`config.mk`:
```
export PLATFORM = sky130hd
export DESIGN_NAME = i2c_cmd_arbiter
export DESIGN_NICKNAME = d
export VERILOG_FILES = /design/src/rtl/i2c_cmd_arbiter.sv
export SDC_FILE = /design/constraint.sdc
export NUM_CORES = 1
export LEC_CHECK = 0
export CAP_MARGIN = 20
export CORE_MARGIN = 1
export CORE_UTILIZATION = 44
export CTS_BUF_LIST = sky130_fd_sc_hd__clkbuf_16
export DETAILED_ROUTE_END_ITERATION = 12
export GPL_ROUTABILITY_DRIVEN = 0
export PLACE_DENSITY = 0.86
export SYNTH_ARGS = -nofsm -noshare
export SYNTH_HDL_FRONTEND = slang
export SYNTH_SLANG_ARGS = --single-unit
```
`constraint.sdc`:
```
create_clock -name iCLK -period 2.85 [get_ports iCLK]
set_clock_uncertainty 0.15 [all_clocks]
set_input_delay 0.57 -clock iCLK [delete_from_list [all_inputs] [get_ports iCLK]]
set_output_delay 0.57 -clock iCLK [all_outputs]
set_load 0.02 [all_outputs]
```
`src/rtl/i2c_cmd_arbiter.sv`:
```
// rtl/i2c_cmd_arbiter.sv - round-robin arbiter sharing one I2C_Controller between N command requesters
module i2c_cmd_arbiter #(
    parameter int N_REQ       = 3,
    parameter int MAX_RETRY   = 3,
    parameter int TIMEOUT_CYC = 2000000,
    parameter int GAP_CYC     = 5000
) (
    input  logic                  iCLK,
    input  logic                  iRST,
    input  logic [N_REQ-1:0]      iREQ,
    input  logic [24*N_REQ-1:0]   iREQ_DATA,
    output logic [N_REQ-1:0]      oGNT,
    output logic [N_REQ-1:0]      oDONE,
    output logic [N_REQ-1:0]      oNACK,
    output logic                  oBUSY,
    output logic [23:0]           oI2C_DATA,
    output logic                  oI2C_GO,
    input  logic                  iI2C_END,
    input  logic                  iI2C_ACK
);
    localparam int IW = (N_REQ > 1) ? $clog2(N_REQ) : 1;
    localparam int TW = $clog2(TIMEOUT_CYC + 1);
    localparam int GW = (GAP_CYC > 1) ? $clog2(GAP_CYC + 1) : 1;
    localparam int RW = $clog2(MAX_RETRY + 2);

    typedef enum logic [2:0] {IDLE, GRANT, START, XFER, CHECK, GAP, FINISH} state_t;

    state_t            state, state_n;
    logic [N_REQ-1:0]  gnt, gnt_n;
    logic [23:0]       data, data_n;
    logic              go, go_n;
    logic [IW-1:0]     rr_ptr, rr_n;
    logic [IW-1:0]     idx, idx_n;
    logic [RW-1:0]     retry_cnt, retry_n;
    logic [TW-1:0]     timer, timer_n;
    logic [GW-1:0]     gap_cnt, gap_n;
    logic              fail, fail_n;
    logic              end_m, end_s, ack_m, ack_s;
    logic [IW-1:0]     pick;
    logic              found;
    logic              timed_out, retry_ok, attempt_failed;
    int                psel;

    // END idles high, so the synchroniser resets to the idle level
    always_ff @(posedge iCLK) begin
        if (iRST) begin
            end_m <= 1'b1;
            end_s <= 1'b1;
            ack_m <= 1'b0;
            ack_s <= 1'b0;
        end else begin
            end_m <= iI2C_END;
            end_s <= end_m;
            ack_m <= iI2C_ACK;
            ack_s <= ack_m;
        end
    end

    // Walk from the highest offset down so the nearest request to rr_ptr wins
    always_comb begin
        int j;
        pick  = rr_ptr;
        found = 1'b0;
        for (int k = N_REQ - 1; k >= 0; k--) begin
            j = int'(rr_ptr) + k;
            if (j >= N_REQ) j = j - N_REQ;
            if (iREQ[j]) begin
                pick  = IW'(j);
                found = 1'b1;
            end
        end
    end

    assign psel      = int'(pick);
    assign timed_out = (timer == TW'(TIMEOUT_CYC));
    assign retry_ok  = (retry_cnt < RW'(MAX_RETRY));

    always_comb begin
        state_n        = state;
        gnt_n          = gnt;
        data_n         = data;
        rr_n           = rr_ptr;
        idx_n          = idx;
        retry_n        = retry_cnt;
        timer_n        = timer;
        gap_n          = gap_cnt;
        fail_n         = fail;
        attempt_failed = 1'b0;
        case (state)
            IDLE: begin
                if (|iREQ) state_n = GRANT;
            end
            GRANT: begin
                if (found) begin
                    gnt_n   = N_REQ'(1) << pick;
                    data_n  = iREQ_DATA[24*psel +: 24];
                    idx_n   = pick;
                    retry_n = '0;
                    timer_n = '0;
                    fail_n  = 1'b0;
                    state_n = START;
                end else begin
                    state_n = IDLE;
                end
            end
            START: begin
                if (timed_out) begin
                    attempt_failed = 1'b1;
                end else begin
                    timer_n = timer + TW'(1);
                    if (!end_s) state_n = XFER;
                end
            end
            XFER: begin
                if (timed_out) begin
                    attempt_failed = 1'b1;
                end else begin
                    timer_n = timer + TW'(1);
                    if (end_s) state_n = CHECK;
                end
            end
            CHECK: begin
                if (ack_s) begin
                    attempt_failed = 1'b1;
                end else begin
                    fail_n  = 1'b0;
                    gnt_n   = '0;
                    state_n = FINISH;
                end
            end
            GAP: begin
                if (gap_cnt == GW'(GAP_CYC - 1)) begin
                    timer_n = '0;
                    state_n = START;
                end else begin
                    gap_n = gap_cnt + GW'(1);
                end
            end
            FINISH: begin
                rr_n    = (idx == IW'(N_REQ - 1)) ? '0 : idx + IW'(1);
                state_n = IDLE;
            end
            default: state_n = IDLE;
        endcase

        // NACK and timeout share one retry rule
        if (attempt_failed) begin
            if (retry_ok) begin
                retry_n = retry_cnt + RW'(1);
                gap_n   = '0;
                state_n = GAP;
            end else begin
                fail_n  = 1'b1;
                gnt_n   = '0;
                state_n = FINISH;
            end
        end

        go_n = ((state == START) || (state == XFER)) &&
               ((state_n == START) || (state_n == XFER));
    end

    always_ff @(posedge iCLK) begin
        if (iRST) begin
            state     <= IDLE;
            gnt       <= '0;
            data      <= '0;
            go        <= 1'b0;
            rr_ptr    <= '0;
            idx       <= '0;
            retry_cnt <= '0;
            timer     <= '0;
            gap_cnt   <= '0;
            fail      <= 1'b0;
        end else begin
            state     <= state_n;
            gnt       <= gnt_n;
            data      <= data_n;
            go        <= go_n;
            rr_ptr    <= rr_n;
            idx       <= idx_n;
            retry_cnt <= retry_n;
            timer     <= timer_n;
            gap_cnt   <= gap_n;
            fail      <= fail_n;
        end
    end

    assign oGNT      = gnt;
    assign oI2C_DATA = data;
    assign oI2C_GO   = go;
    assign oBUSY     = (state != IDLE);
    assign oDONE     = (state == FINISH) ? (N_REQ'(1) << idx) : '0;
    assign oNACK     = (state == FINISH && fail) ? (N_REQ'(1) << idx) : '0;

endmodule

```
==> reports/metrics.csv, run 1 <==
metric,value,unit
outcome,"finished, final reports clean",
Top Ports,114,
global-route total usage across every layer,23.11,%
remaining antenna violation count,0,
capture point of the worst reg-to-reg path,timer[12],
"Setup Fix Bufs, Post-CTS",0,
initial core utilization,46.05,%
fraction of power spent switching nets,29.33,%
post-detailed-route wirelength per cell,15.96,um
Layout area overhead,41.54,%
horizontal die dimension,98.24,um
Worst Hold Margin,267.1,ps
net count after synthesis,531,
final setup violation count,0,
number of max-slew violations in the final report,0,
cell count after placement,674,
grt met1 use,26.65,%
detailed-placement wirelength estimate,8430,um
Post-Layout Cell Count,690,
static power due to leakage,2.090,nW
Synth Register Bits,77,
post-synthesis instance total,446,
MaxCap Viol Count,0,
Cell Pwr Density,520.5,nW/um^2
number of buffers created by CTS,9,
endpoint class of the critical path,register,
clock sink total,77,
y dimension of the die,98.24,um
internal power consumption,0.002122,W
startpoint of the most critical setup path,rr_ptr[0],
biggest fanout along the worst timing path,10,
Clock Pin Slew Worst Setup and Hold Paths,60,ps
met2 Resource Use GR,41.33,%
initial antenna violation count,0,
Setup crit end,timer[12],
number of standard-cell rows in the floorplan,34,
cell types with the largest area share after synthesis,"sky130_fd_sc_hd__dfxtp_1 (38%), sky130_fd_sc_hd__mux2i_1 (6.9%), sky130_fd_sc_hd__a22oi_2 (6.1%)",
DRT Wirelength,11010,um
layer carrying the most global-route usage,met2,
cell accounting for the most synthesized area,sky130_fd_sc_hd__dfxtp_1,
Congestion Overflow GR,0,
part of the total power dissipated in combinational logic,25.9,%
actual transition at the worst max-transition pin,652.4,ps
cell area after synthesis,4075,sq um
RSZ-0062 raised after global routing,true,
diodes inserted,0,
origin of the critical flop-to-flop path,rr_ptr[0],
Total Die Area,9650,sq um
number of H-tree levels,3,
PnR worst setup slack,89.16,ps
kind of start point of the critical path,register,
"Arr. time, crit path",2870,ps
CP required,2960,ps
total vias in the final route,3898,
warning count from the yosys run,0,
maximum clock path buffer count,2,
GRT met3 Usage,4.009,%
first-pass GRT wire length,17810,um
largest net degree at the start of global routing,26,
cell depth of the worst flop-to-flop path,10,
crit-path max cell delay,400,ps
proportion of netlist area held by the largest area contributor,37.83,%
setup slack of the worst register-to-register path,90,ps
final instance area,5768,sq um
final period demand of the worst path,2761,ps
number of nets at the end of the flow,662,
highest clock rate,0.3622,GHz
"Top FF cell, synth",sky130_fd_sc_hd__dfxtp_1,
number of library cell types mapped by synthesis,53,
cell chosen for the clock root,sky130_fd_sc_hd__clkbuf_16,
Post-synth EDFFs,0,
fraction of final layout cells sized beyond drive strength 1,16.67,%
critical path class,reg -> reg,
clock network fraction of total power,34.4,%
first-pass detailed-route iteration total,7,
mean instance size in the synthesized netlist,9.137,sq um
Filler cells,699,
count of input and output buffers,113,
relative slew slack,56.05,%
class of the tightest hold or removal check,reg -> reg,
first-iteration detailed-routing DRC count,229,
final sum of negative setup slack,0,ps
post-placement setup slack,-257.9,ps
reported net switching power,0.0008804,W
number of global-route vias before repair,3780,
sequential group share of total power,39.8,%
number of buffers added to fix hold violations after cts,0,
count of unresolved DRC violations after routing,0,
share of flip-flops with an asynchronous set or reset after synthesis,0,%
core area,8848,sq um
CP max stage cell,sky130_fd_sc_hd__dfxtp_1,
insertion delay to the later sink of the worst-skew pair,340,ps
Crit path top cell by count,sky130_fd_sc_hd__buf_4,
sequence of cells on the critical path,inv_1 -> ha_1 -> buf_4 -> and3_1 -> a311o_1 -> buf_4 -> o31ai_4 -> o21bai_1 -> or3_1 -> a21oi_1,
worst vdd rail ir drop,450.0,uV
Placed Area,5468,sq um
TritonCTS clock tree,done,
post-synthesis sequential area ratio,37.83,%
total count of hold-check failures in the final report,0,
Final Cycle Share,96.87,%
Via density,5.649,
-- power by group through the flow --
stage	clock [W]	sequential [W]	combinational, W
6_report	0.00103	0.00119	0.000776
2_1_floorplan	0	0.00127	0.000339
3_3_place_gp	0	0.00121	0.000748
5_1_grt	0.00109	0.00120	0.000827
4_1_cts	0.00105	0.00119	0.000775
3_5_place_dp	0	0.00122	0.000769
-- metal layers --
layer  routed length, um  vias to the layer above
met5                   0                        -
met4                 390                        0
met3                 425                       30
met2                5665                       95
met1                4530                     1867
li1                    -                     1906
-- flip-flops by register name (all words and copies together), names as in the netlist --
signal / flops
end_s: 1
gap_cnt: 13
timer: 21
fail: 1
rr_ptr: 2
oI2C_GO: 1
end_m: 1
state: 3
oGNT: 3
ack_s: 1
oI2C_DATA: 24
retry_cnt: 3
ack_m: 1
idx: 2
-- stage by stage --
| step | util, % | power [W] |
|---|---|---|
| after floorplan | - | 0.001613 |
| after global placement | 61.79 | 0.001961 |
| after detailed placement | 61.79 | 0.001986 |
| after CTS | 64.88 | 0.003015 |
| after global routing | 65.19 | 0.003121 |
| final | 65.19 | 0.003002 |
-- timing repair --
item | CTS | global route
pin swaps | 0 | 0
endpoints found under the setup margin | 1 | 28
gates resized for setup | 1 | 9
-- how the worst min path moves through the flow --
stage	endpoint	depth (start not counted)	startpoint	slack [ps]
3_3_place_gp	end_s	1	end_m	250
6_report	end_s	1	end_m	270
5_1_grt	end_s	1	end_m	280
2_1_floorplan	end_s	1	end_m	240
4_1_cts	end_s	1	end_m	260
3_5_place_dp	end_s	1	end_m	250
-- critical path, delay by kind of cell, from the launching register on --
kind / cells / cell delay [ps]
buf+inv: 3 / 400
flops: 1 / 400
simple gates: 2 / 490
compound gates: 4 / 930
fa+ha+maj: 1 / 300
-- cells by family (layout without fill, tap and decap cells) --
| logic type | Yosys count | count (layout) | synth area share [%] |
|---|---|---|---|
| compound gates | 112 | 112 | 21.31 |
| xor+xnor | 23 | 23 | 4.943 |
| fa+ha+maj | 6 | 6 | 1.842 |
| buf+inv | 32 | 168 | 4.667 |
| flops | 77 | 77 | 37.83 |
| mux | 28 | 28 | 6.878 |
| simple gates | 168 | 168 | 22.54 |
-- synth_stat cells (all sizes together) (10+ instances only) --
| library cell | n |
|---|---|
| a21oi | 26 |
| a22oi | 26 |
| and3 | 10 |
| buf | 14 |
| dfxtp | 77 |
| inv | 10 |
| mux2i | 28 |
| nand2 | 26 |
| nand3 | 15 |
| nand4 | 14 |
| nor2 | 35 |
| nor3 | 11 |
| o21ai | 41 |
| xnor2 | 10 |
| xor2 | 13 |
-- cell type report --
| class | count | area, sq um | area share, % |
|---|---|---|---|
| tap | 108 | 135.1 | 2.343 |
| inverter | 10 | 37.54 | 0.6508 |
| clock buffer | 9 | 225.2 | 3.905 |
| clock inverter | 7 | 42.54 | 0.7375 |
| sequential | 77 | 1541 | 26.72 |
| timing repair buffer | 142 | 1409 | 24.43 |
| multi-input combinational | 337 | 2377 | 41.21 |
-- placed cells by master, fill, tap and decap left out, drive strengths merged, types with 14 or more instances in the layout --
| cell type | netlist | routed |
|---|---|---|
| a21oi | 26 | 26 |
| a22oi | 26 | 26 |
| buf | 14 | 29 |
| clkdlybuf4s50 | 0 | 112 |
| dfxtp | 77 | 77 |
| mux2i | 28 | 28 |
| nand2 | 26 | 26 |
| nand3 | 15 | 15 |
| nand4 | 14 | 14 |
| nor2 | 35 | 35 |
| o21ai | 41 | 41 |
No activity file was read; power rests on OpenSTA's default activity.
==> inputs of run 2 (changes only) <==
Settings changed: CELL_PAD_IN_SITES_DETAIL_PLACEMENT from default to 0, CELL_PAD_IN_SITES_GLOBAL_PLACEMENT from default to 1, CORE_UTILIZATION 44 to 32, PLACE_DENSITY 0.86 to default, PLACE_DENSITY_LB_ADDON from default to 0.1.
==> run 2 against run 1 <==
  * Total power increased by 6.5%
  * Critical path depth decreased by 5
  * Clock-buffer cell count unchanged
  * Via count decreased by 4.9%
  * Register-to-register slack improved by 40 ps
  * First-iteration DRC count decreased by 34%
  * Cell count increased by 9.3%
  * Sequential power about the same
  * Critical path type is now reg -> out
==> reports/metrics.csv, run 2 (synthesis results as in run 1) <==
metric,value,unit,change
outcome,"finished, final reports clean",,
kind of start point of the critical path,register,,
number of max-slew violations in the final report,0,,unchanged
count of input and output buffers,113,,unchanged
origin of the critical flop-to-flop path,rr_ptr[0],,
highest clock rate,0.3569,GHz,-1.5%
static power due to leakage,2.126,nW,+1.7%
count of unresolved DRC violations after routing,0,,unchanged
initial antenna violation count,0,,unchanged
number of buffers created by CTS,9,,unchanged
largest net degree at the start of global routing,27,,+3.8%
cell depth of the worst flop-to-flop path,9,,-1
max reg flops,24,,unchanged
Final Cycle Share,98.30,%,+1.4 points
internal power consumption,0.002309,W,+8.8%
sequence of cells on the critical path,inv_2 -> nand3_1 -> nor3_1 -> and2_1 -> clkdlybuf4s50_1,,
"Arr. time, crit path",2080,ps,-790 ps
diodes inserted,0,,unchanged
total vias in the final route,3707,,-4.9%
sequential group share of total power,37.3,%,-2.5 points
initial core utilization,33.37,%,-13 points
detailed-placement wirelength estimate,8429,um,about the same
fraction of final layout cells sized beyond drive strength 1,18.09,%,+1.4 points
capture point of the worst reg-to-reg path,oI2C_DATA[8],,
Top Ports,114,,unchanged
total count of hold-check failures in the final report,0,,unchanged
Cell Pwr Density,536.6,nW/um^2,+3.1%
clock network fraction of total power,37.8,%,+3.4 points
number of H-tree levels,3,,unchanged
Filler cells,1205,,+72%
number of buffers added to fix hold violations after cts,0,,unchanged
class of the tightest hold or removal check,reg -> reg,,
final setup violation count,0,,unchanged
hold path cells,1,,unchanged
most common library cell in the layout ignoring fill and taps,sky130_fd_sc_hd__clkdlybuf4s50_1,,
part of the total power dissipated in combinational logic,24.9,%,-1.0 points
y dimension of the die,114.9,um,+17%
horizontal die dimension,114.9,um,+17%
final period demand of the worst path,2802,ps,+40.77 ps
number of standard-cell rows in the floorplan,40,,+18%
CP required,2130,ps,-830 ps
number of global-route vias before repair,3638,,-3.8%
actual transition at the worst max-transition pin,591.7,ps,-60.69 ps
worst min-delay path startpoint,end_m,,
Total Die Area,13190,sq um,+37%
first-pass detailed-route iteration total,4,,-3
reported net switching power,0.0008897,W,+1.1%
"top library cells by usage in the layout, fill and taps aside","sky130_fd_sc_hd__clkdlybuf4s50_1 (113), sky130_fd_sc_hd__dfxtp_1 (75), sky130_fd_sc_hd__nor2_1 (35)",,
worst vdd rail ir drop,270.0,uV,-40%
Worst Hold Margin,257.3,ps,-9.769 ps
remaining antenna violation count,0,,unchanged
setup slack of the worst register-to-register path,130,ps,+40 ps
post-placement setup slack,-249.4,ps,+8.502 ps
critical path class,reg -> out,,
number of nets at the end of the flow,667,,+0.76%
endpoint class of the critical path,output pin,,
Layout area overhead,46.27,%,
fraction of power spent switching nets,27.82,%,-1.5 points
crit-path max cell delay,590,ps,+190 ps
biggest fanout along the worst timing path,5,,-5
first-pass GRT wire length,17920,um,+0.62%
Congestion Overflow GR,0,,unchanged
clock sink total,77,,unchanged
relative slew slack,60.03,%,+4.0 points
maximum clock path buffer count,2,,unchanged
TritonCTS clock tree,done,,
Hold Path End,end_s,,
core area,12210,sq um,+38%
DRT Wirelength,11190,um,+1.6%
RSZ-0062 raised after global routing,true,,
global-route total usage across every layer,17.50,%,-5.6 points
cell chosen for the clock root,sky130_fd_sc_hd__clkbuf_16,,
CP max stage cell,sky130_fd_sc_hd__clkdlybuf4s50_1,,
Clock Pin Slew Worst Setup and Hold Paths,60,ps,about the same
first-iteration detailed-routing DRC count,150,,-34%
insertion delay to the later sink of the worst-skew pair,340,ps,about the same
PnR worst setup slack,48.38,ps,-40.77 ps
Via density,4.916,,-13%
MaxCap Viol Count,0,,unchanged
post-detailed-route wirelength per cell,14.83,um,-7.0%
run 2: layout make-up:
type / instances / area [sq um] / share of cell area (%)
timing repair buffer: 147 / 1461 / 24.52
tap: 168 / 210.2 / 3.526
clock inverter: 6 / 78.83 / 1.322
clock buffer: 9 / 225.2 / 3.778
sequential: 77 / 1549 / 25.99
multi-input combinational: 337 / 2399 / 40.24
inverter: 10 / 37.54 / 0.6297
run 2: power groups by stage:
stage                     logic, W  registers (W)  clock network (W)
after floorplan           0.000339        0.00127                  0
final                     0.000796        0.00119            0.00121
after global placement    0.000783        0.00121                  0
after detailed placement  0.000787        0.00122                  0
after global routing      0.000862        0.00120            0.00130
after CTS                 0.000791        0.00119            0.00124
run 2: layer usage:
layer,global-route usage (%),up-vias,part of all wire (%),wire length (um)
li1,-,1913,-,-
met3,6.326,12,6.5,731
met2,27.15,92,45,5003
met5,0,-,0,0
met1,21.99,1690,47,5275
met4,7.100,0,1.6,175
run 2: worst max-delay path, delay by kind of cell (launching register included):
kind                   cells  cell delay, ps
DFF                        1             310
buffers and inverters      2             660
and+or+nand+nor            3             760
run 2: how the worst max path moves through the flow:
stage          startpoint            to  slack, ps  cells after the start
2_1_floorplan   rr_ptr[1]  oI2C_DATA[4]        190                     11
3_3_place_gp      iREQ[0]  oI2C_DATA[2]       -240                      8
3_5_place_dp      iREQ[0]  oI2C_DATA[1]       -250                      8
4_1_cts          state[0]      oNACK[0]         30                      5
5_1_grt          state[0]      oNACK[2]        -60                      5
6_report         state[0]      oNACK[0]         50                      5
run 2: metrics by stage:
stage | total power (W) | instance area (sq um) | utilization [%] | std cells | setup TNS [ps]
finish | 0.003198 | 5961 | 48.81 | 754 | 0
CTS | 0.003226 | 5881 | 48.16 | 752 | 0
detailed placement | 0.002003 | 5565 | 45.57 | 737 | -7116
global route | 0.003361 | 5961 | 48.81 | 754 | -122.3
floorplan | 0.001613 | 4075 | - | 446 | 0
global placement | 0.001998 | 5565 | 45.57 | 737 | -7080
run 2: timing repair:
action / in CTS / in global routing
cloned: 0 / 1
resized for setup: 4 / 13
endpoints found under the setup margin: 6 / 34
pin swaps: 0 / 3
buffers inserted: 0 / 1
==> inputs of run 3 (changes only) <==
Settings changed: CORE_MARGIN 1 to default, SETUP_SLACK_MARGIN from default to 0.3.
==> run 3 against run 2 <==
  * Worst setup slack improved by 150 ps
  * Cell count up 1.1%
  * Global-route usage is 0.41 points higher
  * Non-clock buffer count rose by 9
  * Critical path depth rose by 5
  * Total power is 5.9% lower
  * Register-to-register slack improved by 70 ps
  * Largest cell class unchanged
  * Combinational power increased by 3.1%
==> reports/metrics.csv, run 3 (synthesis results as in run 1) <==
metric,value,unit,change
post-placement setup slack,-262.5,ps,-13.02 ps
endpoint class of the critical path,register,,
TritonCTS clock tree,done,,
sequential group share of total power,39.8,%,+2.5 points
highest clock rate,0.3772,GHz,+5.7%
global-route total usage across every layer,17.91,%,+0.41 points
outcome,"finished, final reports clean",,
"top library cells by usage in the layout, fill and taps aside","sky130_fd_sc_hd__clkdlybuf4s50_1 (104), sky130_fd_sc_hd__dfxtp_1 (75), sky130_fd_sc_hd__nor2_1 (33)",,
most common library cell in the layout ignoring fill and taps,sky130_fd_sc_hd__clkdlybuf4s50_1,,
initial core utilization,33.37,%,unchanged
final period demand of the worst path,2651,ps,-150.6 ps
diodes inserted,0,,unchanged
core area,12210,sq um,unchanged
number of H-tree levels,3,,unchanged
largest net degree at the start of global routing,26,,-3.7%
"Arr. time, crit path",2780,ps,+700 ps
number of buffers added to fix hold violations after cts,0,,unchanged
cell depth of the worst flop-to-flop path,10,,+1
startpoint of the most critical setup path,rr_ptr[0],,
count of input and output buffers,113,,unchanged
Filler cells,1181,,-2.0%
count of unresolved DRC violations after routing,0,,unchanged
actual transition at the worst max-transition pin,574.9,ps,-16.86 ps
first-pass detailed-route iteration total,4,,unchanged
insertion delay to the later sink of the worst-skew pair,340,ps,about the same
post-detailed-route wirelength per cell,14.73,um,-0.68%
Clock Pin Slew Worst Setup and Hold Paths,60,ps,about the same
clock network fraction of total power,33.0,%,-4.8 points
final setup violation count,0,,unchanged
origin of the critical flop-to-flop path,rr_ptr[0],,
class of the tightest hold or removal check,reg -> reg,,
horizontal die dimension,114.9,um,unchanged
number of buffers created by CTS,9,,unchanged
PnR worst setup slack,199.0,ps,+150.6 ps
critical path class,reg -> reg,,
Total Die Area,13190,sq um,unchanged
total count of hold-check failures in the final report,0,,unchanged
MaxCap Viol Count,0,,unchanged
max reg flops,24,,unchanged
Cell Pwr Density,487.2,nW/um^2,-9.2%
kind of start point of the critical path,register,,
Layout area overhead,51.61,%,
setup slack of the worst register-to-register path,200,ps,+70 ps
relative slew slack,61.32,%,+1.3 points
number of max-slew violations in the final report,0,,unchanged
Post-Layout Cell Count,762,,+1.1%
fraction of power spent switching nets,29.13,%,+1.3 points
initial antenna violation count,0,,unchanged
number of nets at the end of the flow,676,,+1.3%
part of the total power dissipated in combinational logic,27.3,%,+2.4 points
post-layout total power,0.003010,W,-5.9%
Top Ports,114,,unchanged
CP required,2980,ps,+850 ps
maximum clock path buffer count,2,,unchanged
first-pass GRT wire length,18210,um,+1.6%
Setup crit end,oI2C_DATA[19],,
worst vdd rail ir drop,317.7,uV,+18%
detailed-placement wirelength estimate,8046,um,-4.5%
biggest fanout along the worst timing path,6,,+1
cell chosen for the clock root,sky130_fd_sc_hd__clkbuf_16,,
static power due to leakage,2.275,nW,+7.0%
y dimension of the die,114.9,um,unchanged
Final Cycle Share,93.02,%,-5.3 points
capture point of the worst reg-to-reg path,oI2C_DATA[19],,
number of global-route vias before repair,3645,,+0.19%
clock sink total,77,,unchanged
remaining antenna violation count,0,,unchanged
cell count after placement,735,,-0.27%
fraction of final layout cells sized beyond drive strength 1,21.89,%,+3.8 points
number of standard-cell rows in the floorplan,40,,unchanged
total vias in the final route,3786,,+2.1%
Congestion Overflow GR,0,,unchanged
internal power consumption,0.002133,W,-7.6%
first-iteration detailed-routing DRC count,113,,-25%
RSZ-0062 raised after global routing,true,,
reported net switching power,0.0008769,W,-1.4%
DRT Wirelength,11230,um,+0.38%
Via density,4.969,,+1.1%
==> run 3: cell count changes in the layout (fill, tap and decap cells not counted), moves of 3 or more <==
cell                              delta
sky130_fd_sc_hd__buf_6               +8
sky130_fd_sc_hd__dlygate4sd2_1       +5
sky130_fd_sc_hd__buf_16              +3
sky130_fd_sc_hd__a22oi_1             -3
sky130_fd_sc_hd__dlymetal6s2s_1      +4
sky130_fd_sc_hd__clkdlybuf4s50_1     -9
sky130_fd_sc_hd__a22oi_2             +3
==> run 3: area by class of cell <==
type                            count  area [sq um]  area share (%)
Clock buffer                        9         225.2           3.645
Clock inverter                      5         21.27          0.3443
Inverter                           10         40.04          0.6480
Multi-Input combinational cell    337          2522           40.83
Sequential cell                    77          1549           25.07
Tap cell                          168         210.2           3.402
Timing Repair Buffer              156          1610           26.06
==> run 3: through the flow <==
step	util, %	hold WS, ps	TNS [ps]	instance area [sq um]
after CTS	49.82	265.2	0	6083
after global routing	50.59	286.4	0	6178
after global placement	45.47	251.6	-6301	5553
final	50.59	262.4	0	6178
after detailed placement	45.47	251.6	-7769	5553
after floorplan	-	239.5	0	4098
==> run 3: how the worst min path moves through the flow <==
stage	start	end	cells past startpoint
2_1_floorplan	end_m	end_s	1
3_3_place_gp	end_m	end_s	1
3_5_place_dp	end_m	end_s	1
4_1_cts	end_m	end_s	1
5_1_grt	end_m	end_s	1
6_report	end_m	end_s	1
==> run 3: worst max-delay path, cell delays in order, from the launching register on <==
cell and delay (ps):
sky130_fd_sc_hd__dfxtp_4 350, sky130_fd_sc_hd__inv_4 40, sky130_fd_sc_hd__ha_4 280, sky130_fd_sc_hd__nor4_4 40, sky130_fd_sc_hd__or4_4 480, sky130_fd_sc_hd__or4_4 490, sky130_fd_sc_hd__and4b_4 380, sky130_fd_sc_hd__buf_4 140
sky130_fd_sc_hd__buf_16 120, sky130_fd_sc_hd__a22oi_2 50, sky130_fd_sc_hd__o21ai_2 50
==> run 3: what timing repair did <==
item | 4_1_cts | 5_1_grt
gates resized for setup | 34 | 26
gates cloned | 3 | 0
pin swaps | 7 | 12
buffers inserted | 9 | 1
setup endpoints to repair | 49 | 60
==> run 3: per-layer routing <==
metal	vias to the layer above	GRT usage [%]	share of wire [%]
met5	-	0	0
met4	0	4.329	0.93
met3	8	7.222	6.7
met2	108	28.51	47
met1	1735	22.55	45
li1	1935	-	-
==> run 3: power groups by stage <==
stage / Clock [W] / Combinational, W / Sequential [W]
floorplan: 0 / 0.000345 / 0.00127
global placement: 0 / 0.000776 / 0.00122
detailed placement: 0 / 0.000777 / 0.00122
CTS: 0.00104 / 0.000811 / 0.00120
global route: 0.00109 / 0.000889 / 0.00121
finish: 0.000993 / 0.000821 / 0.00120
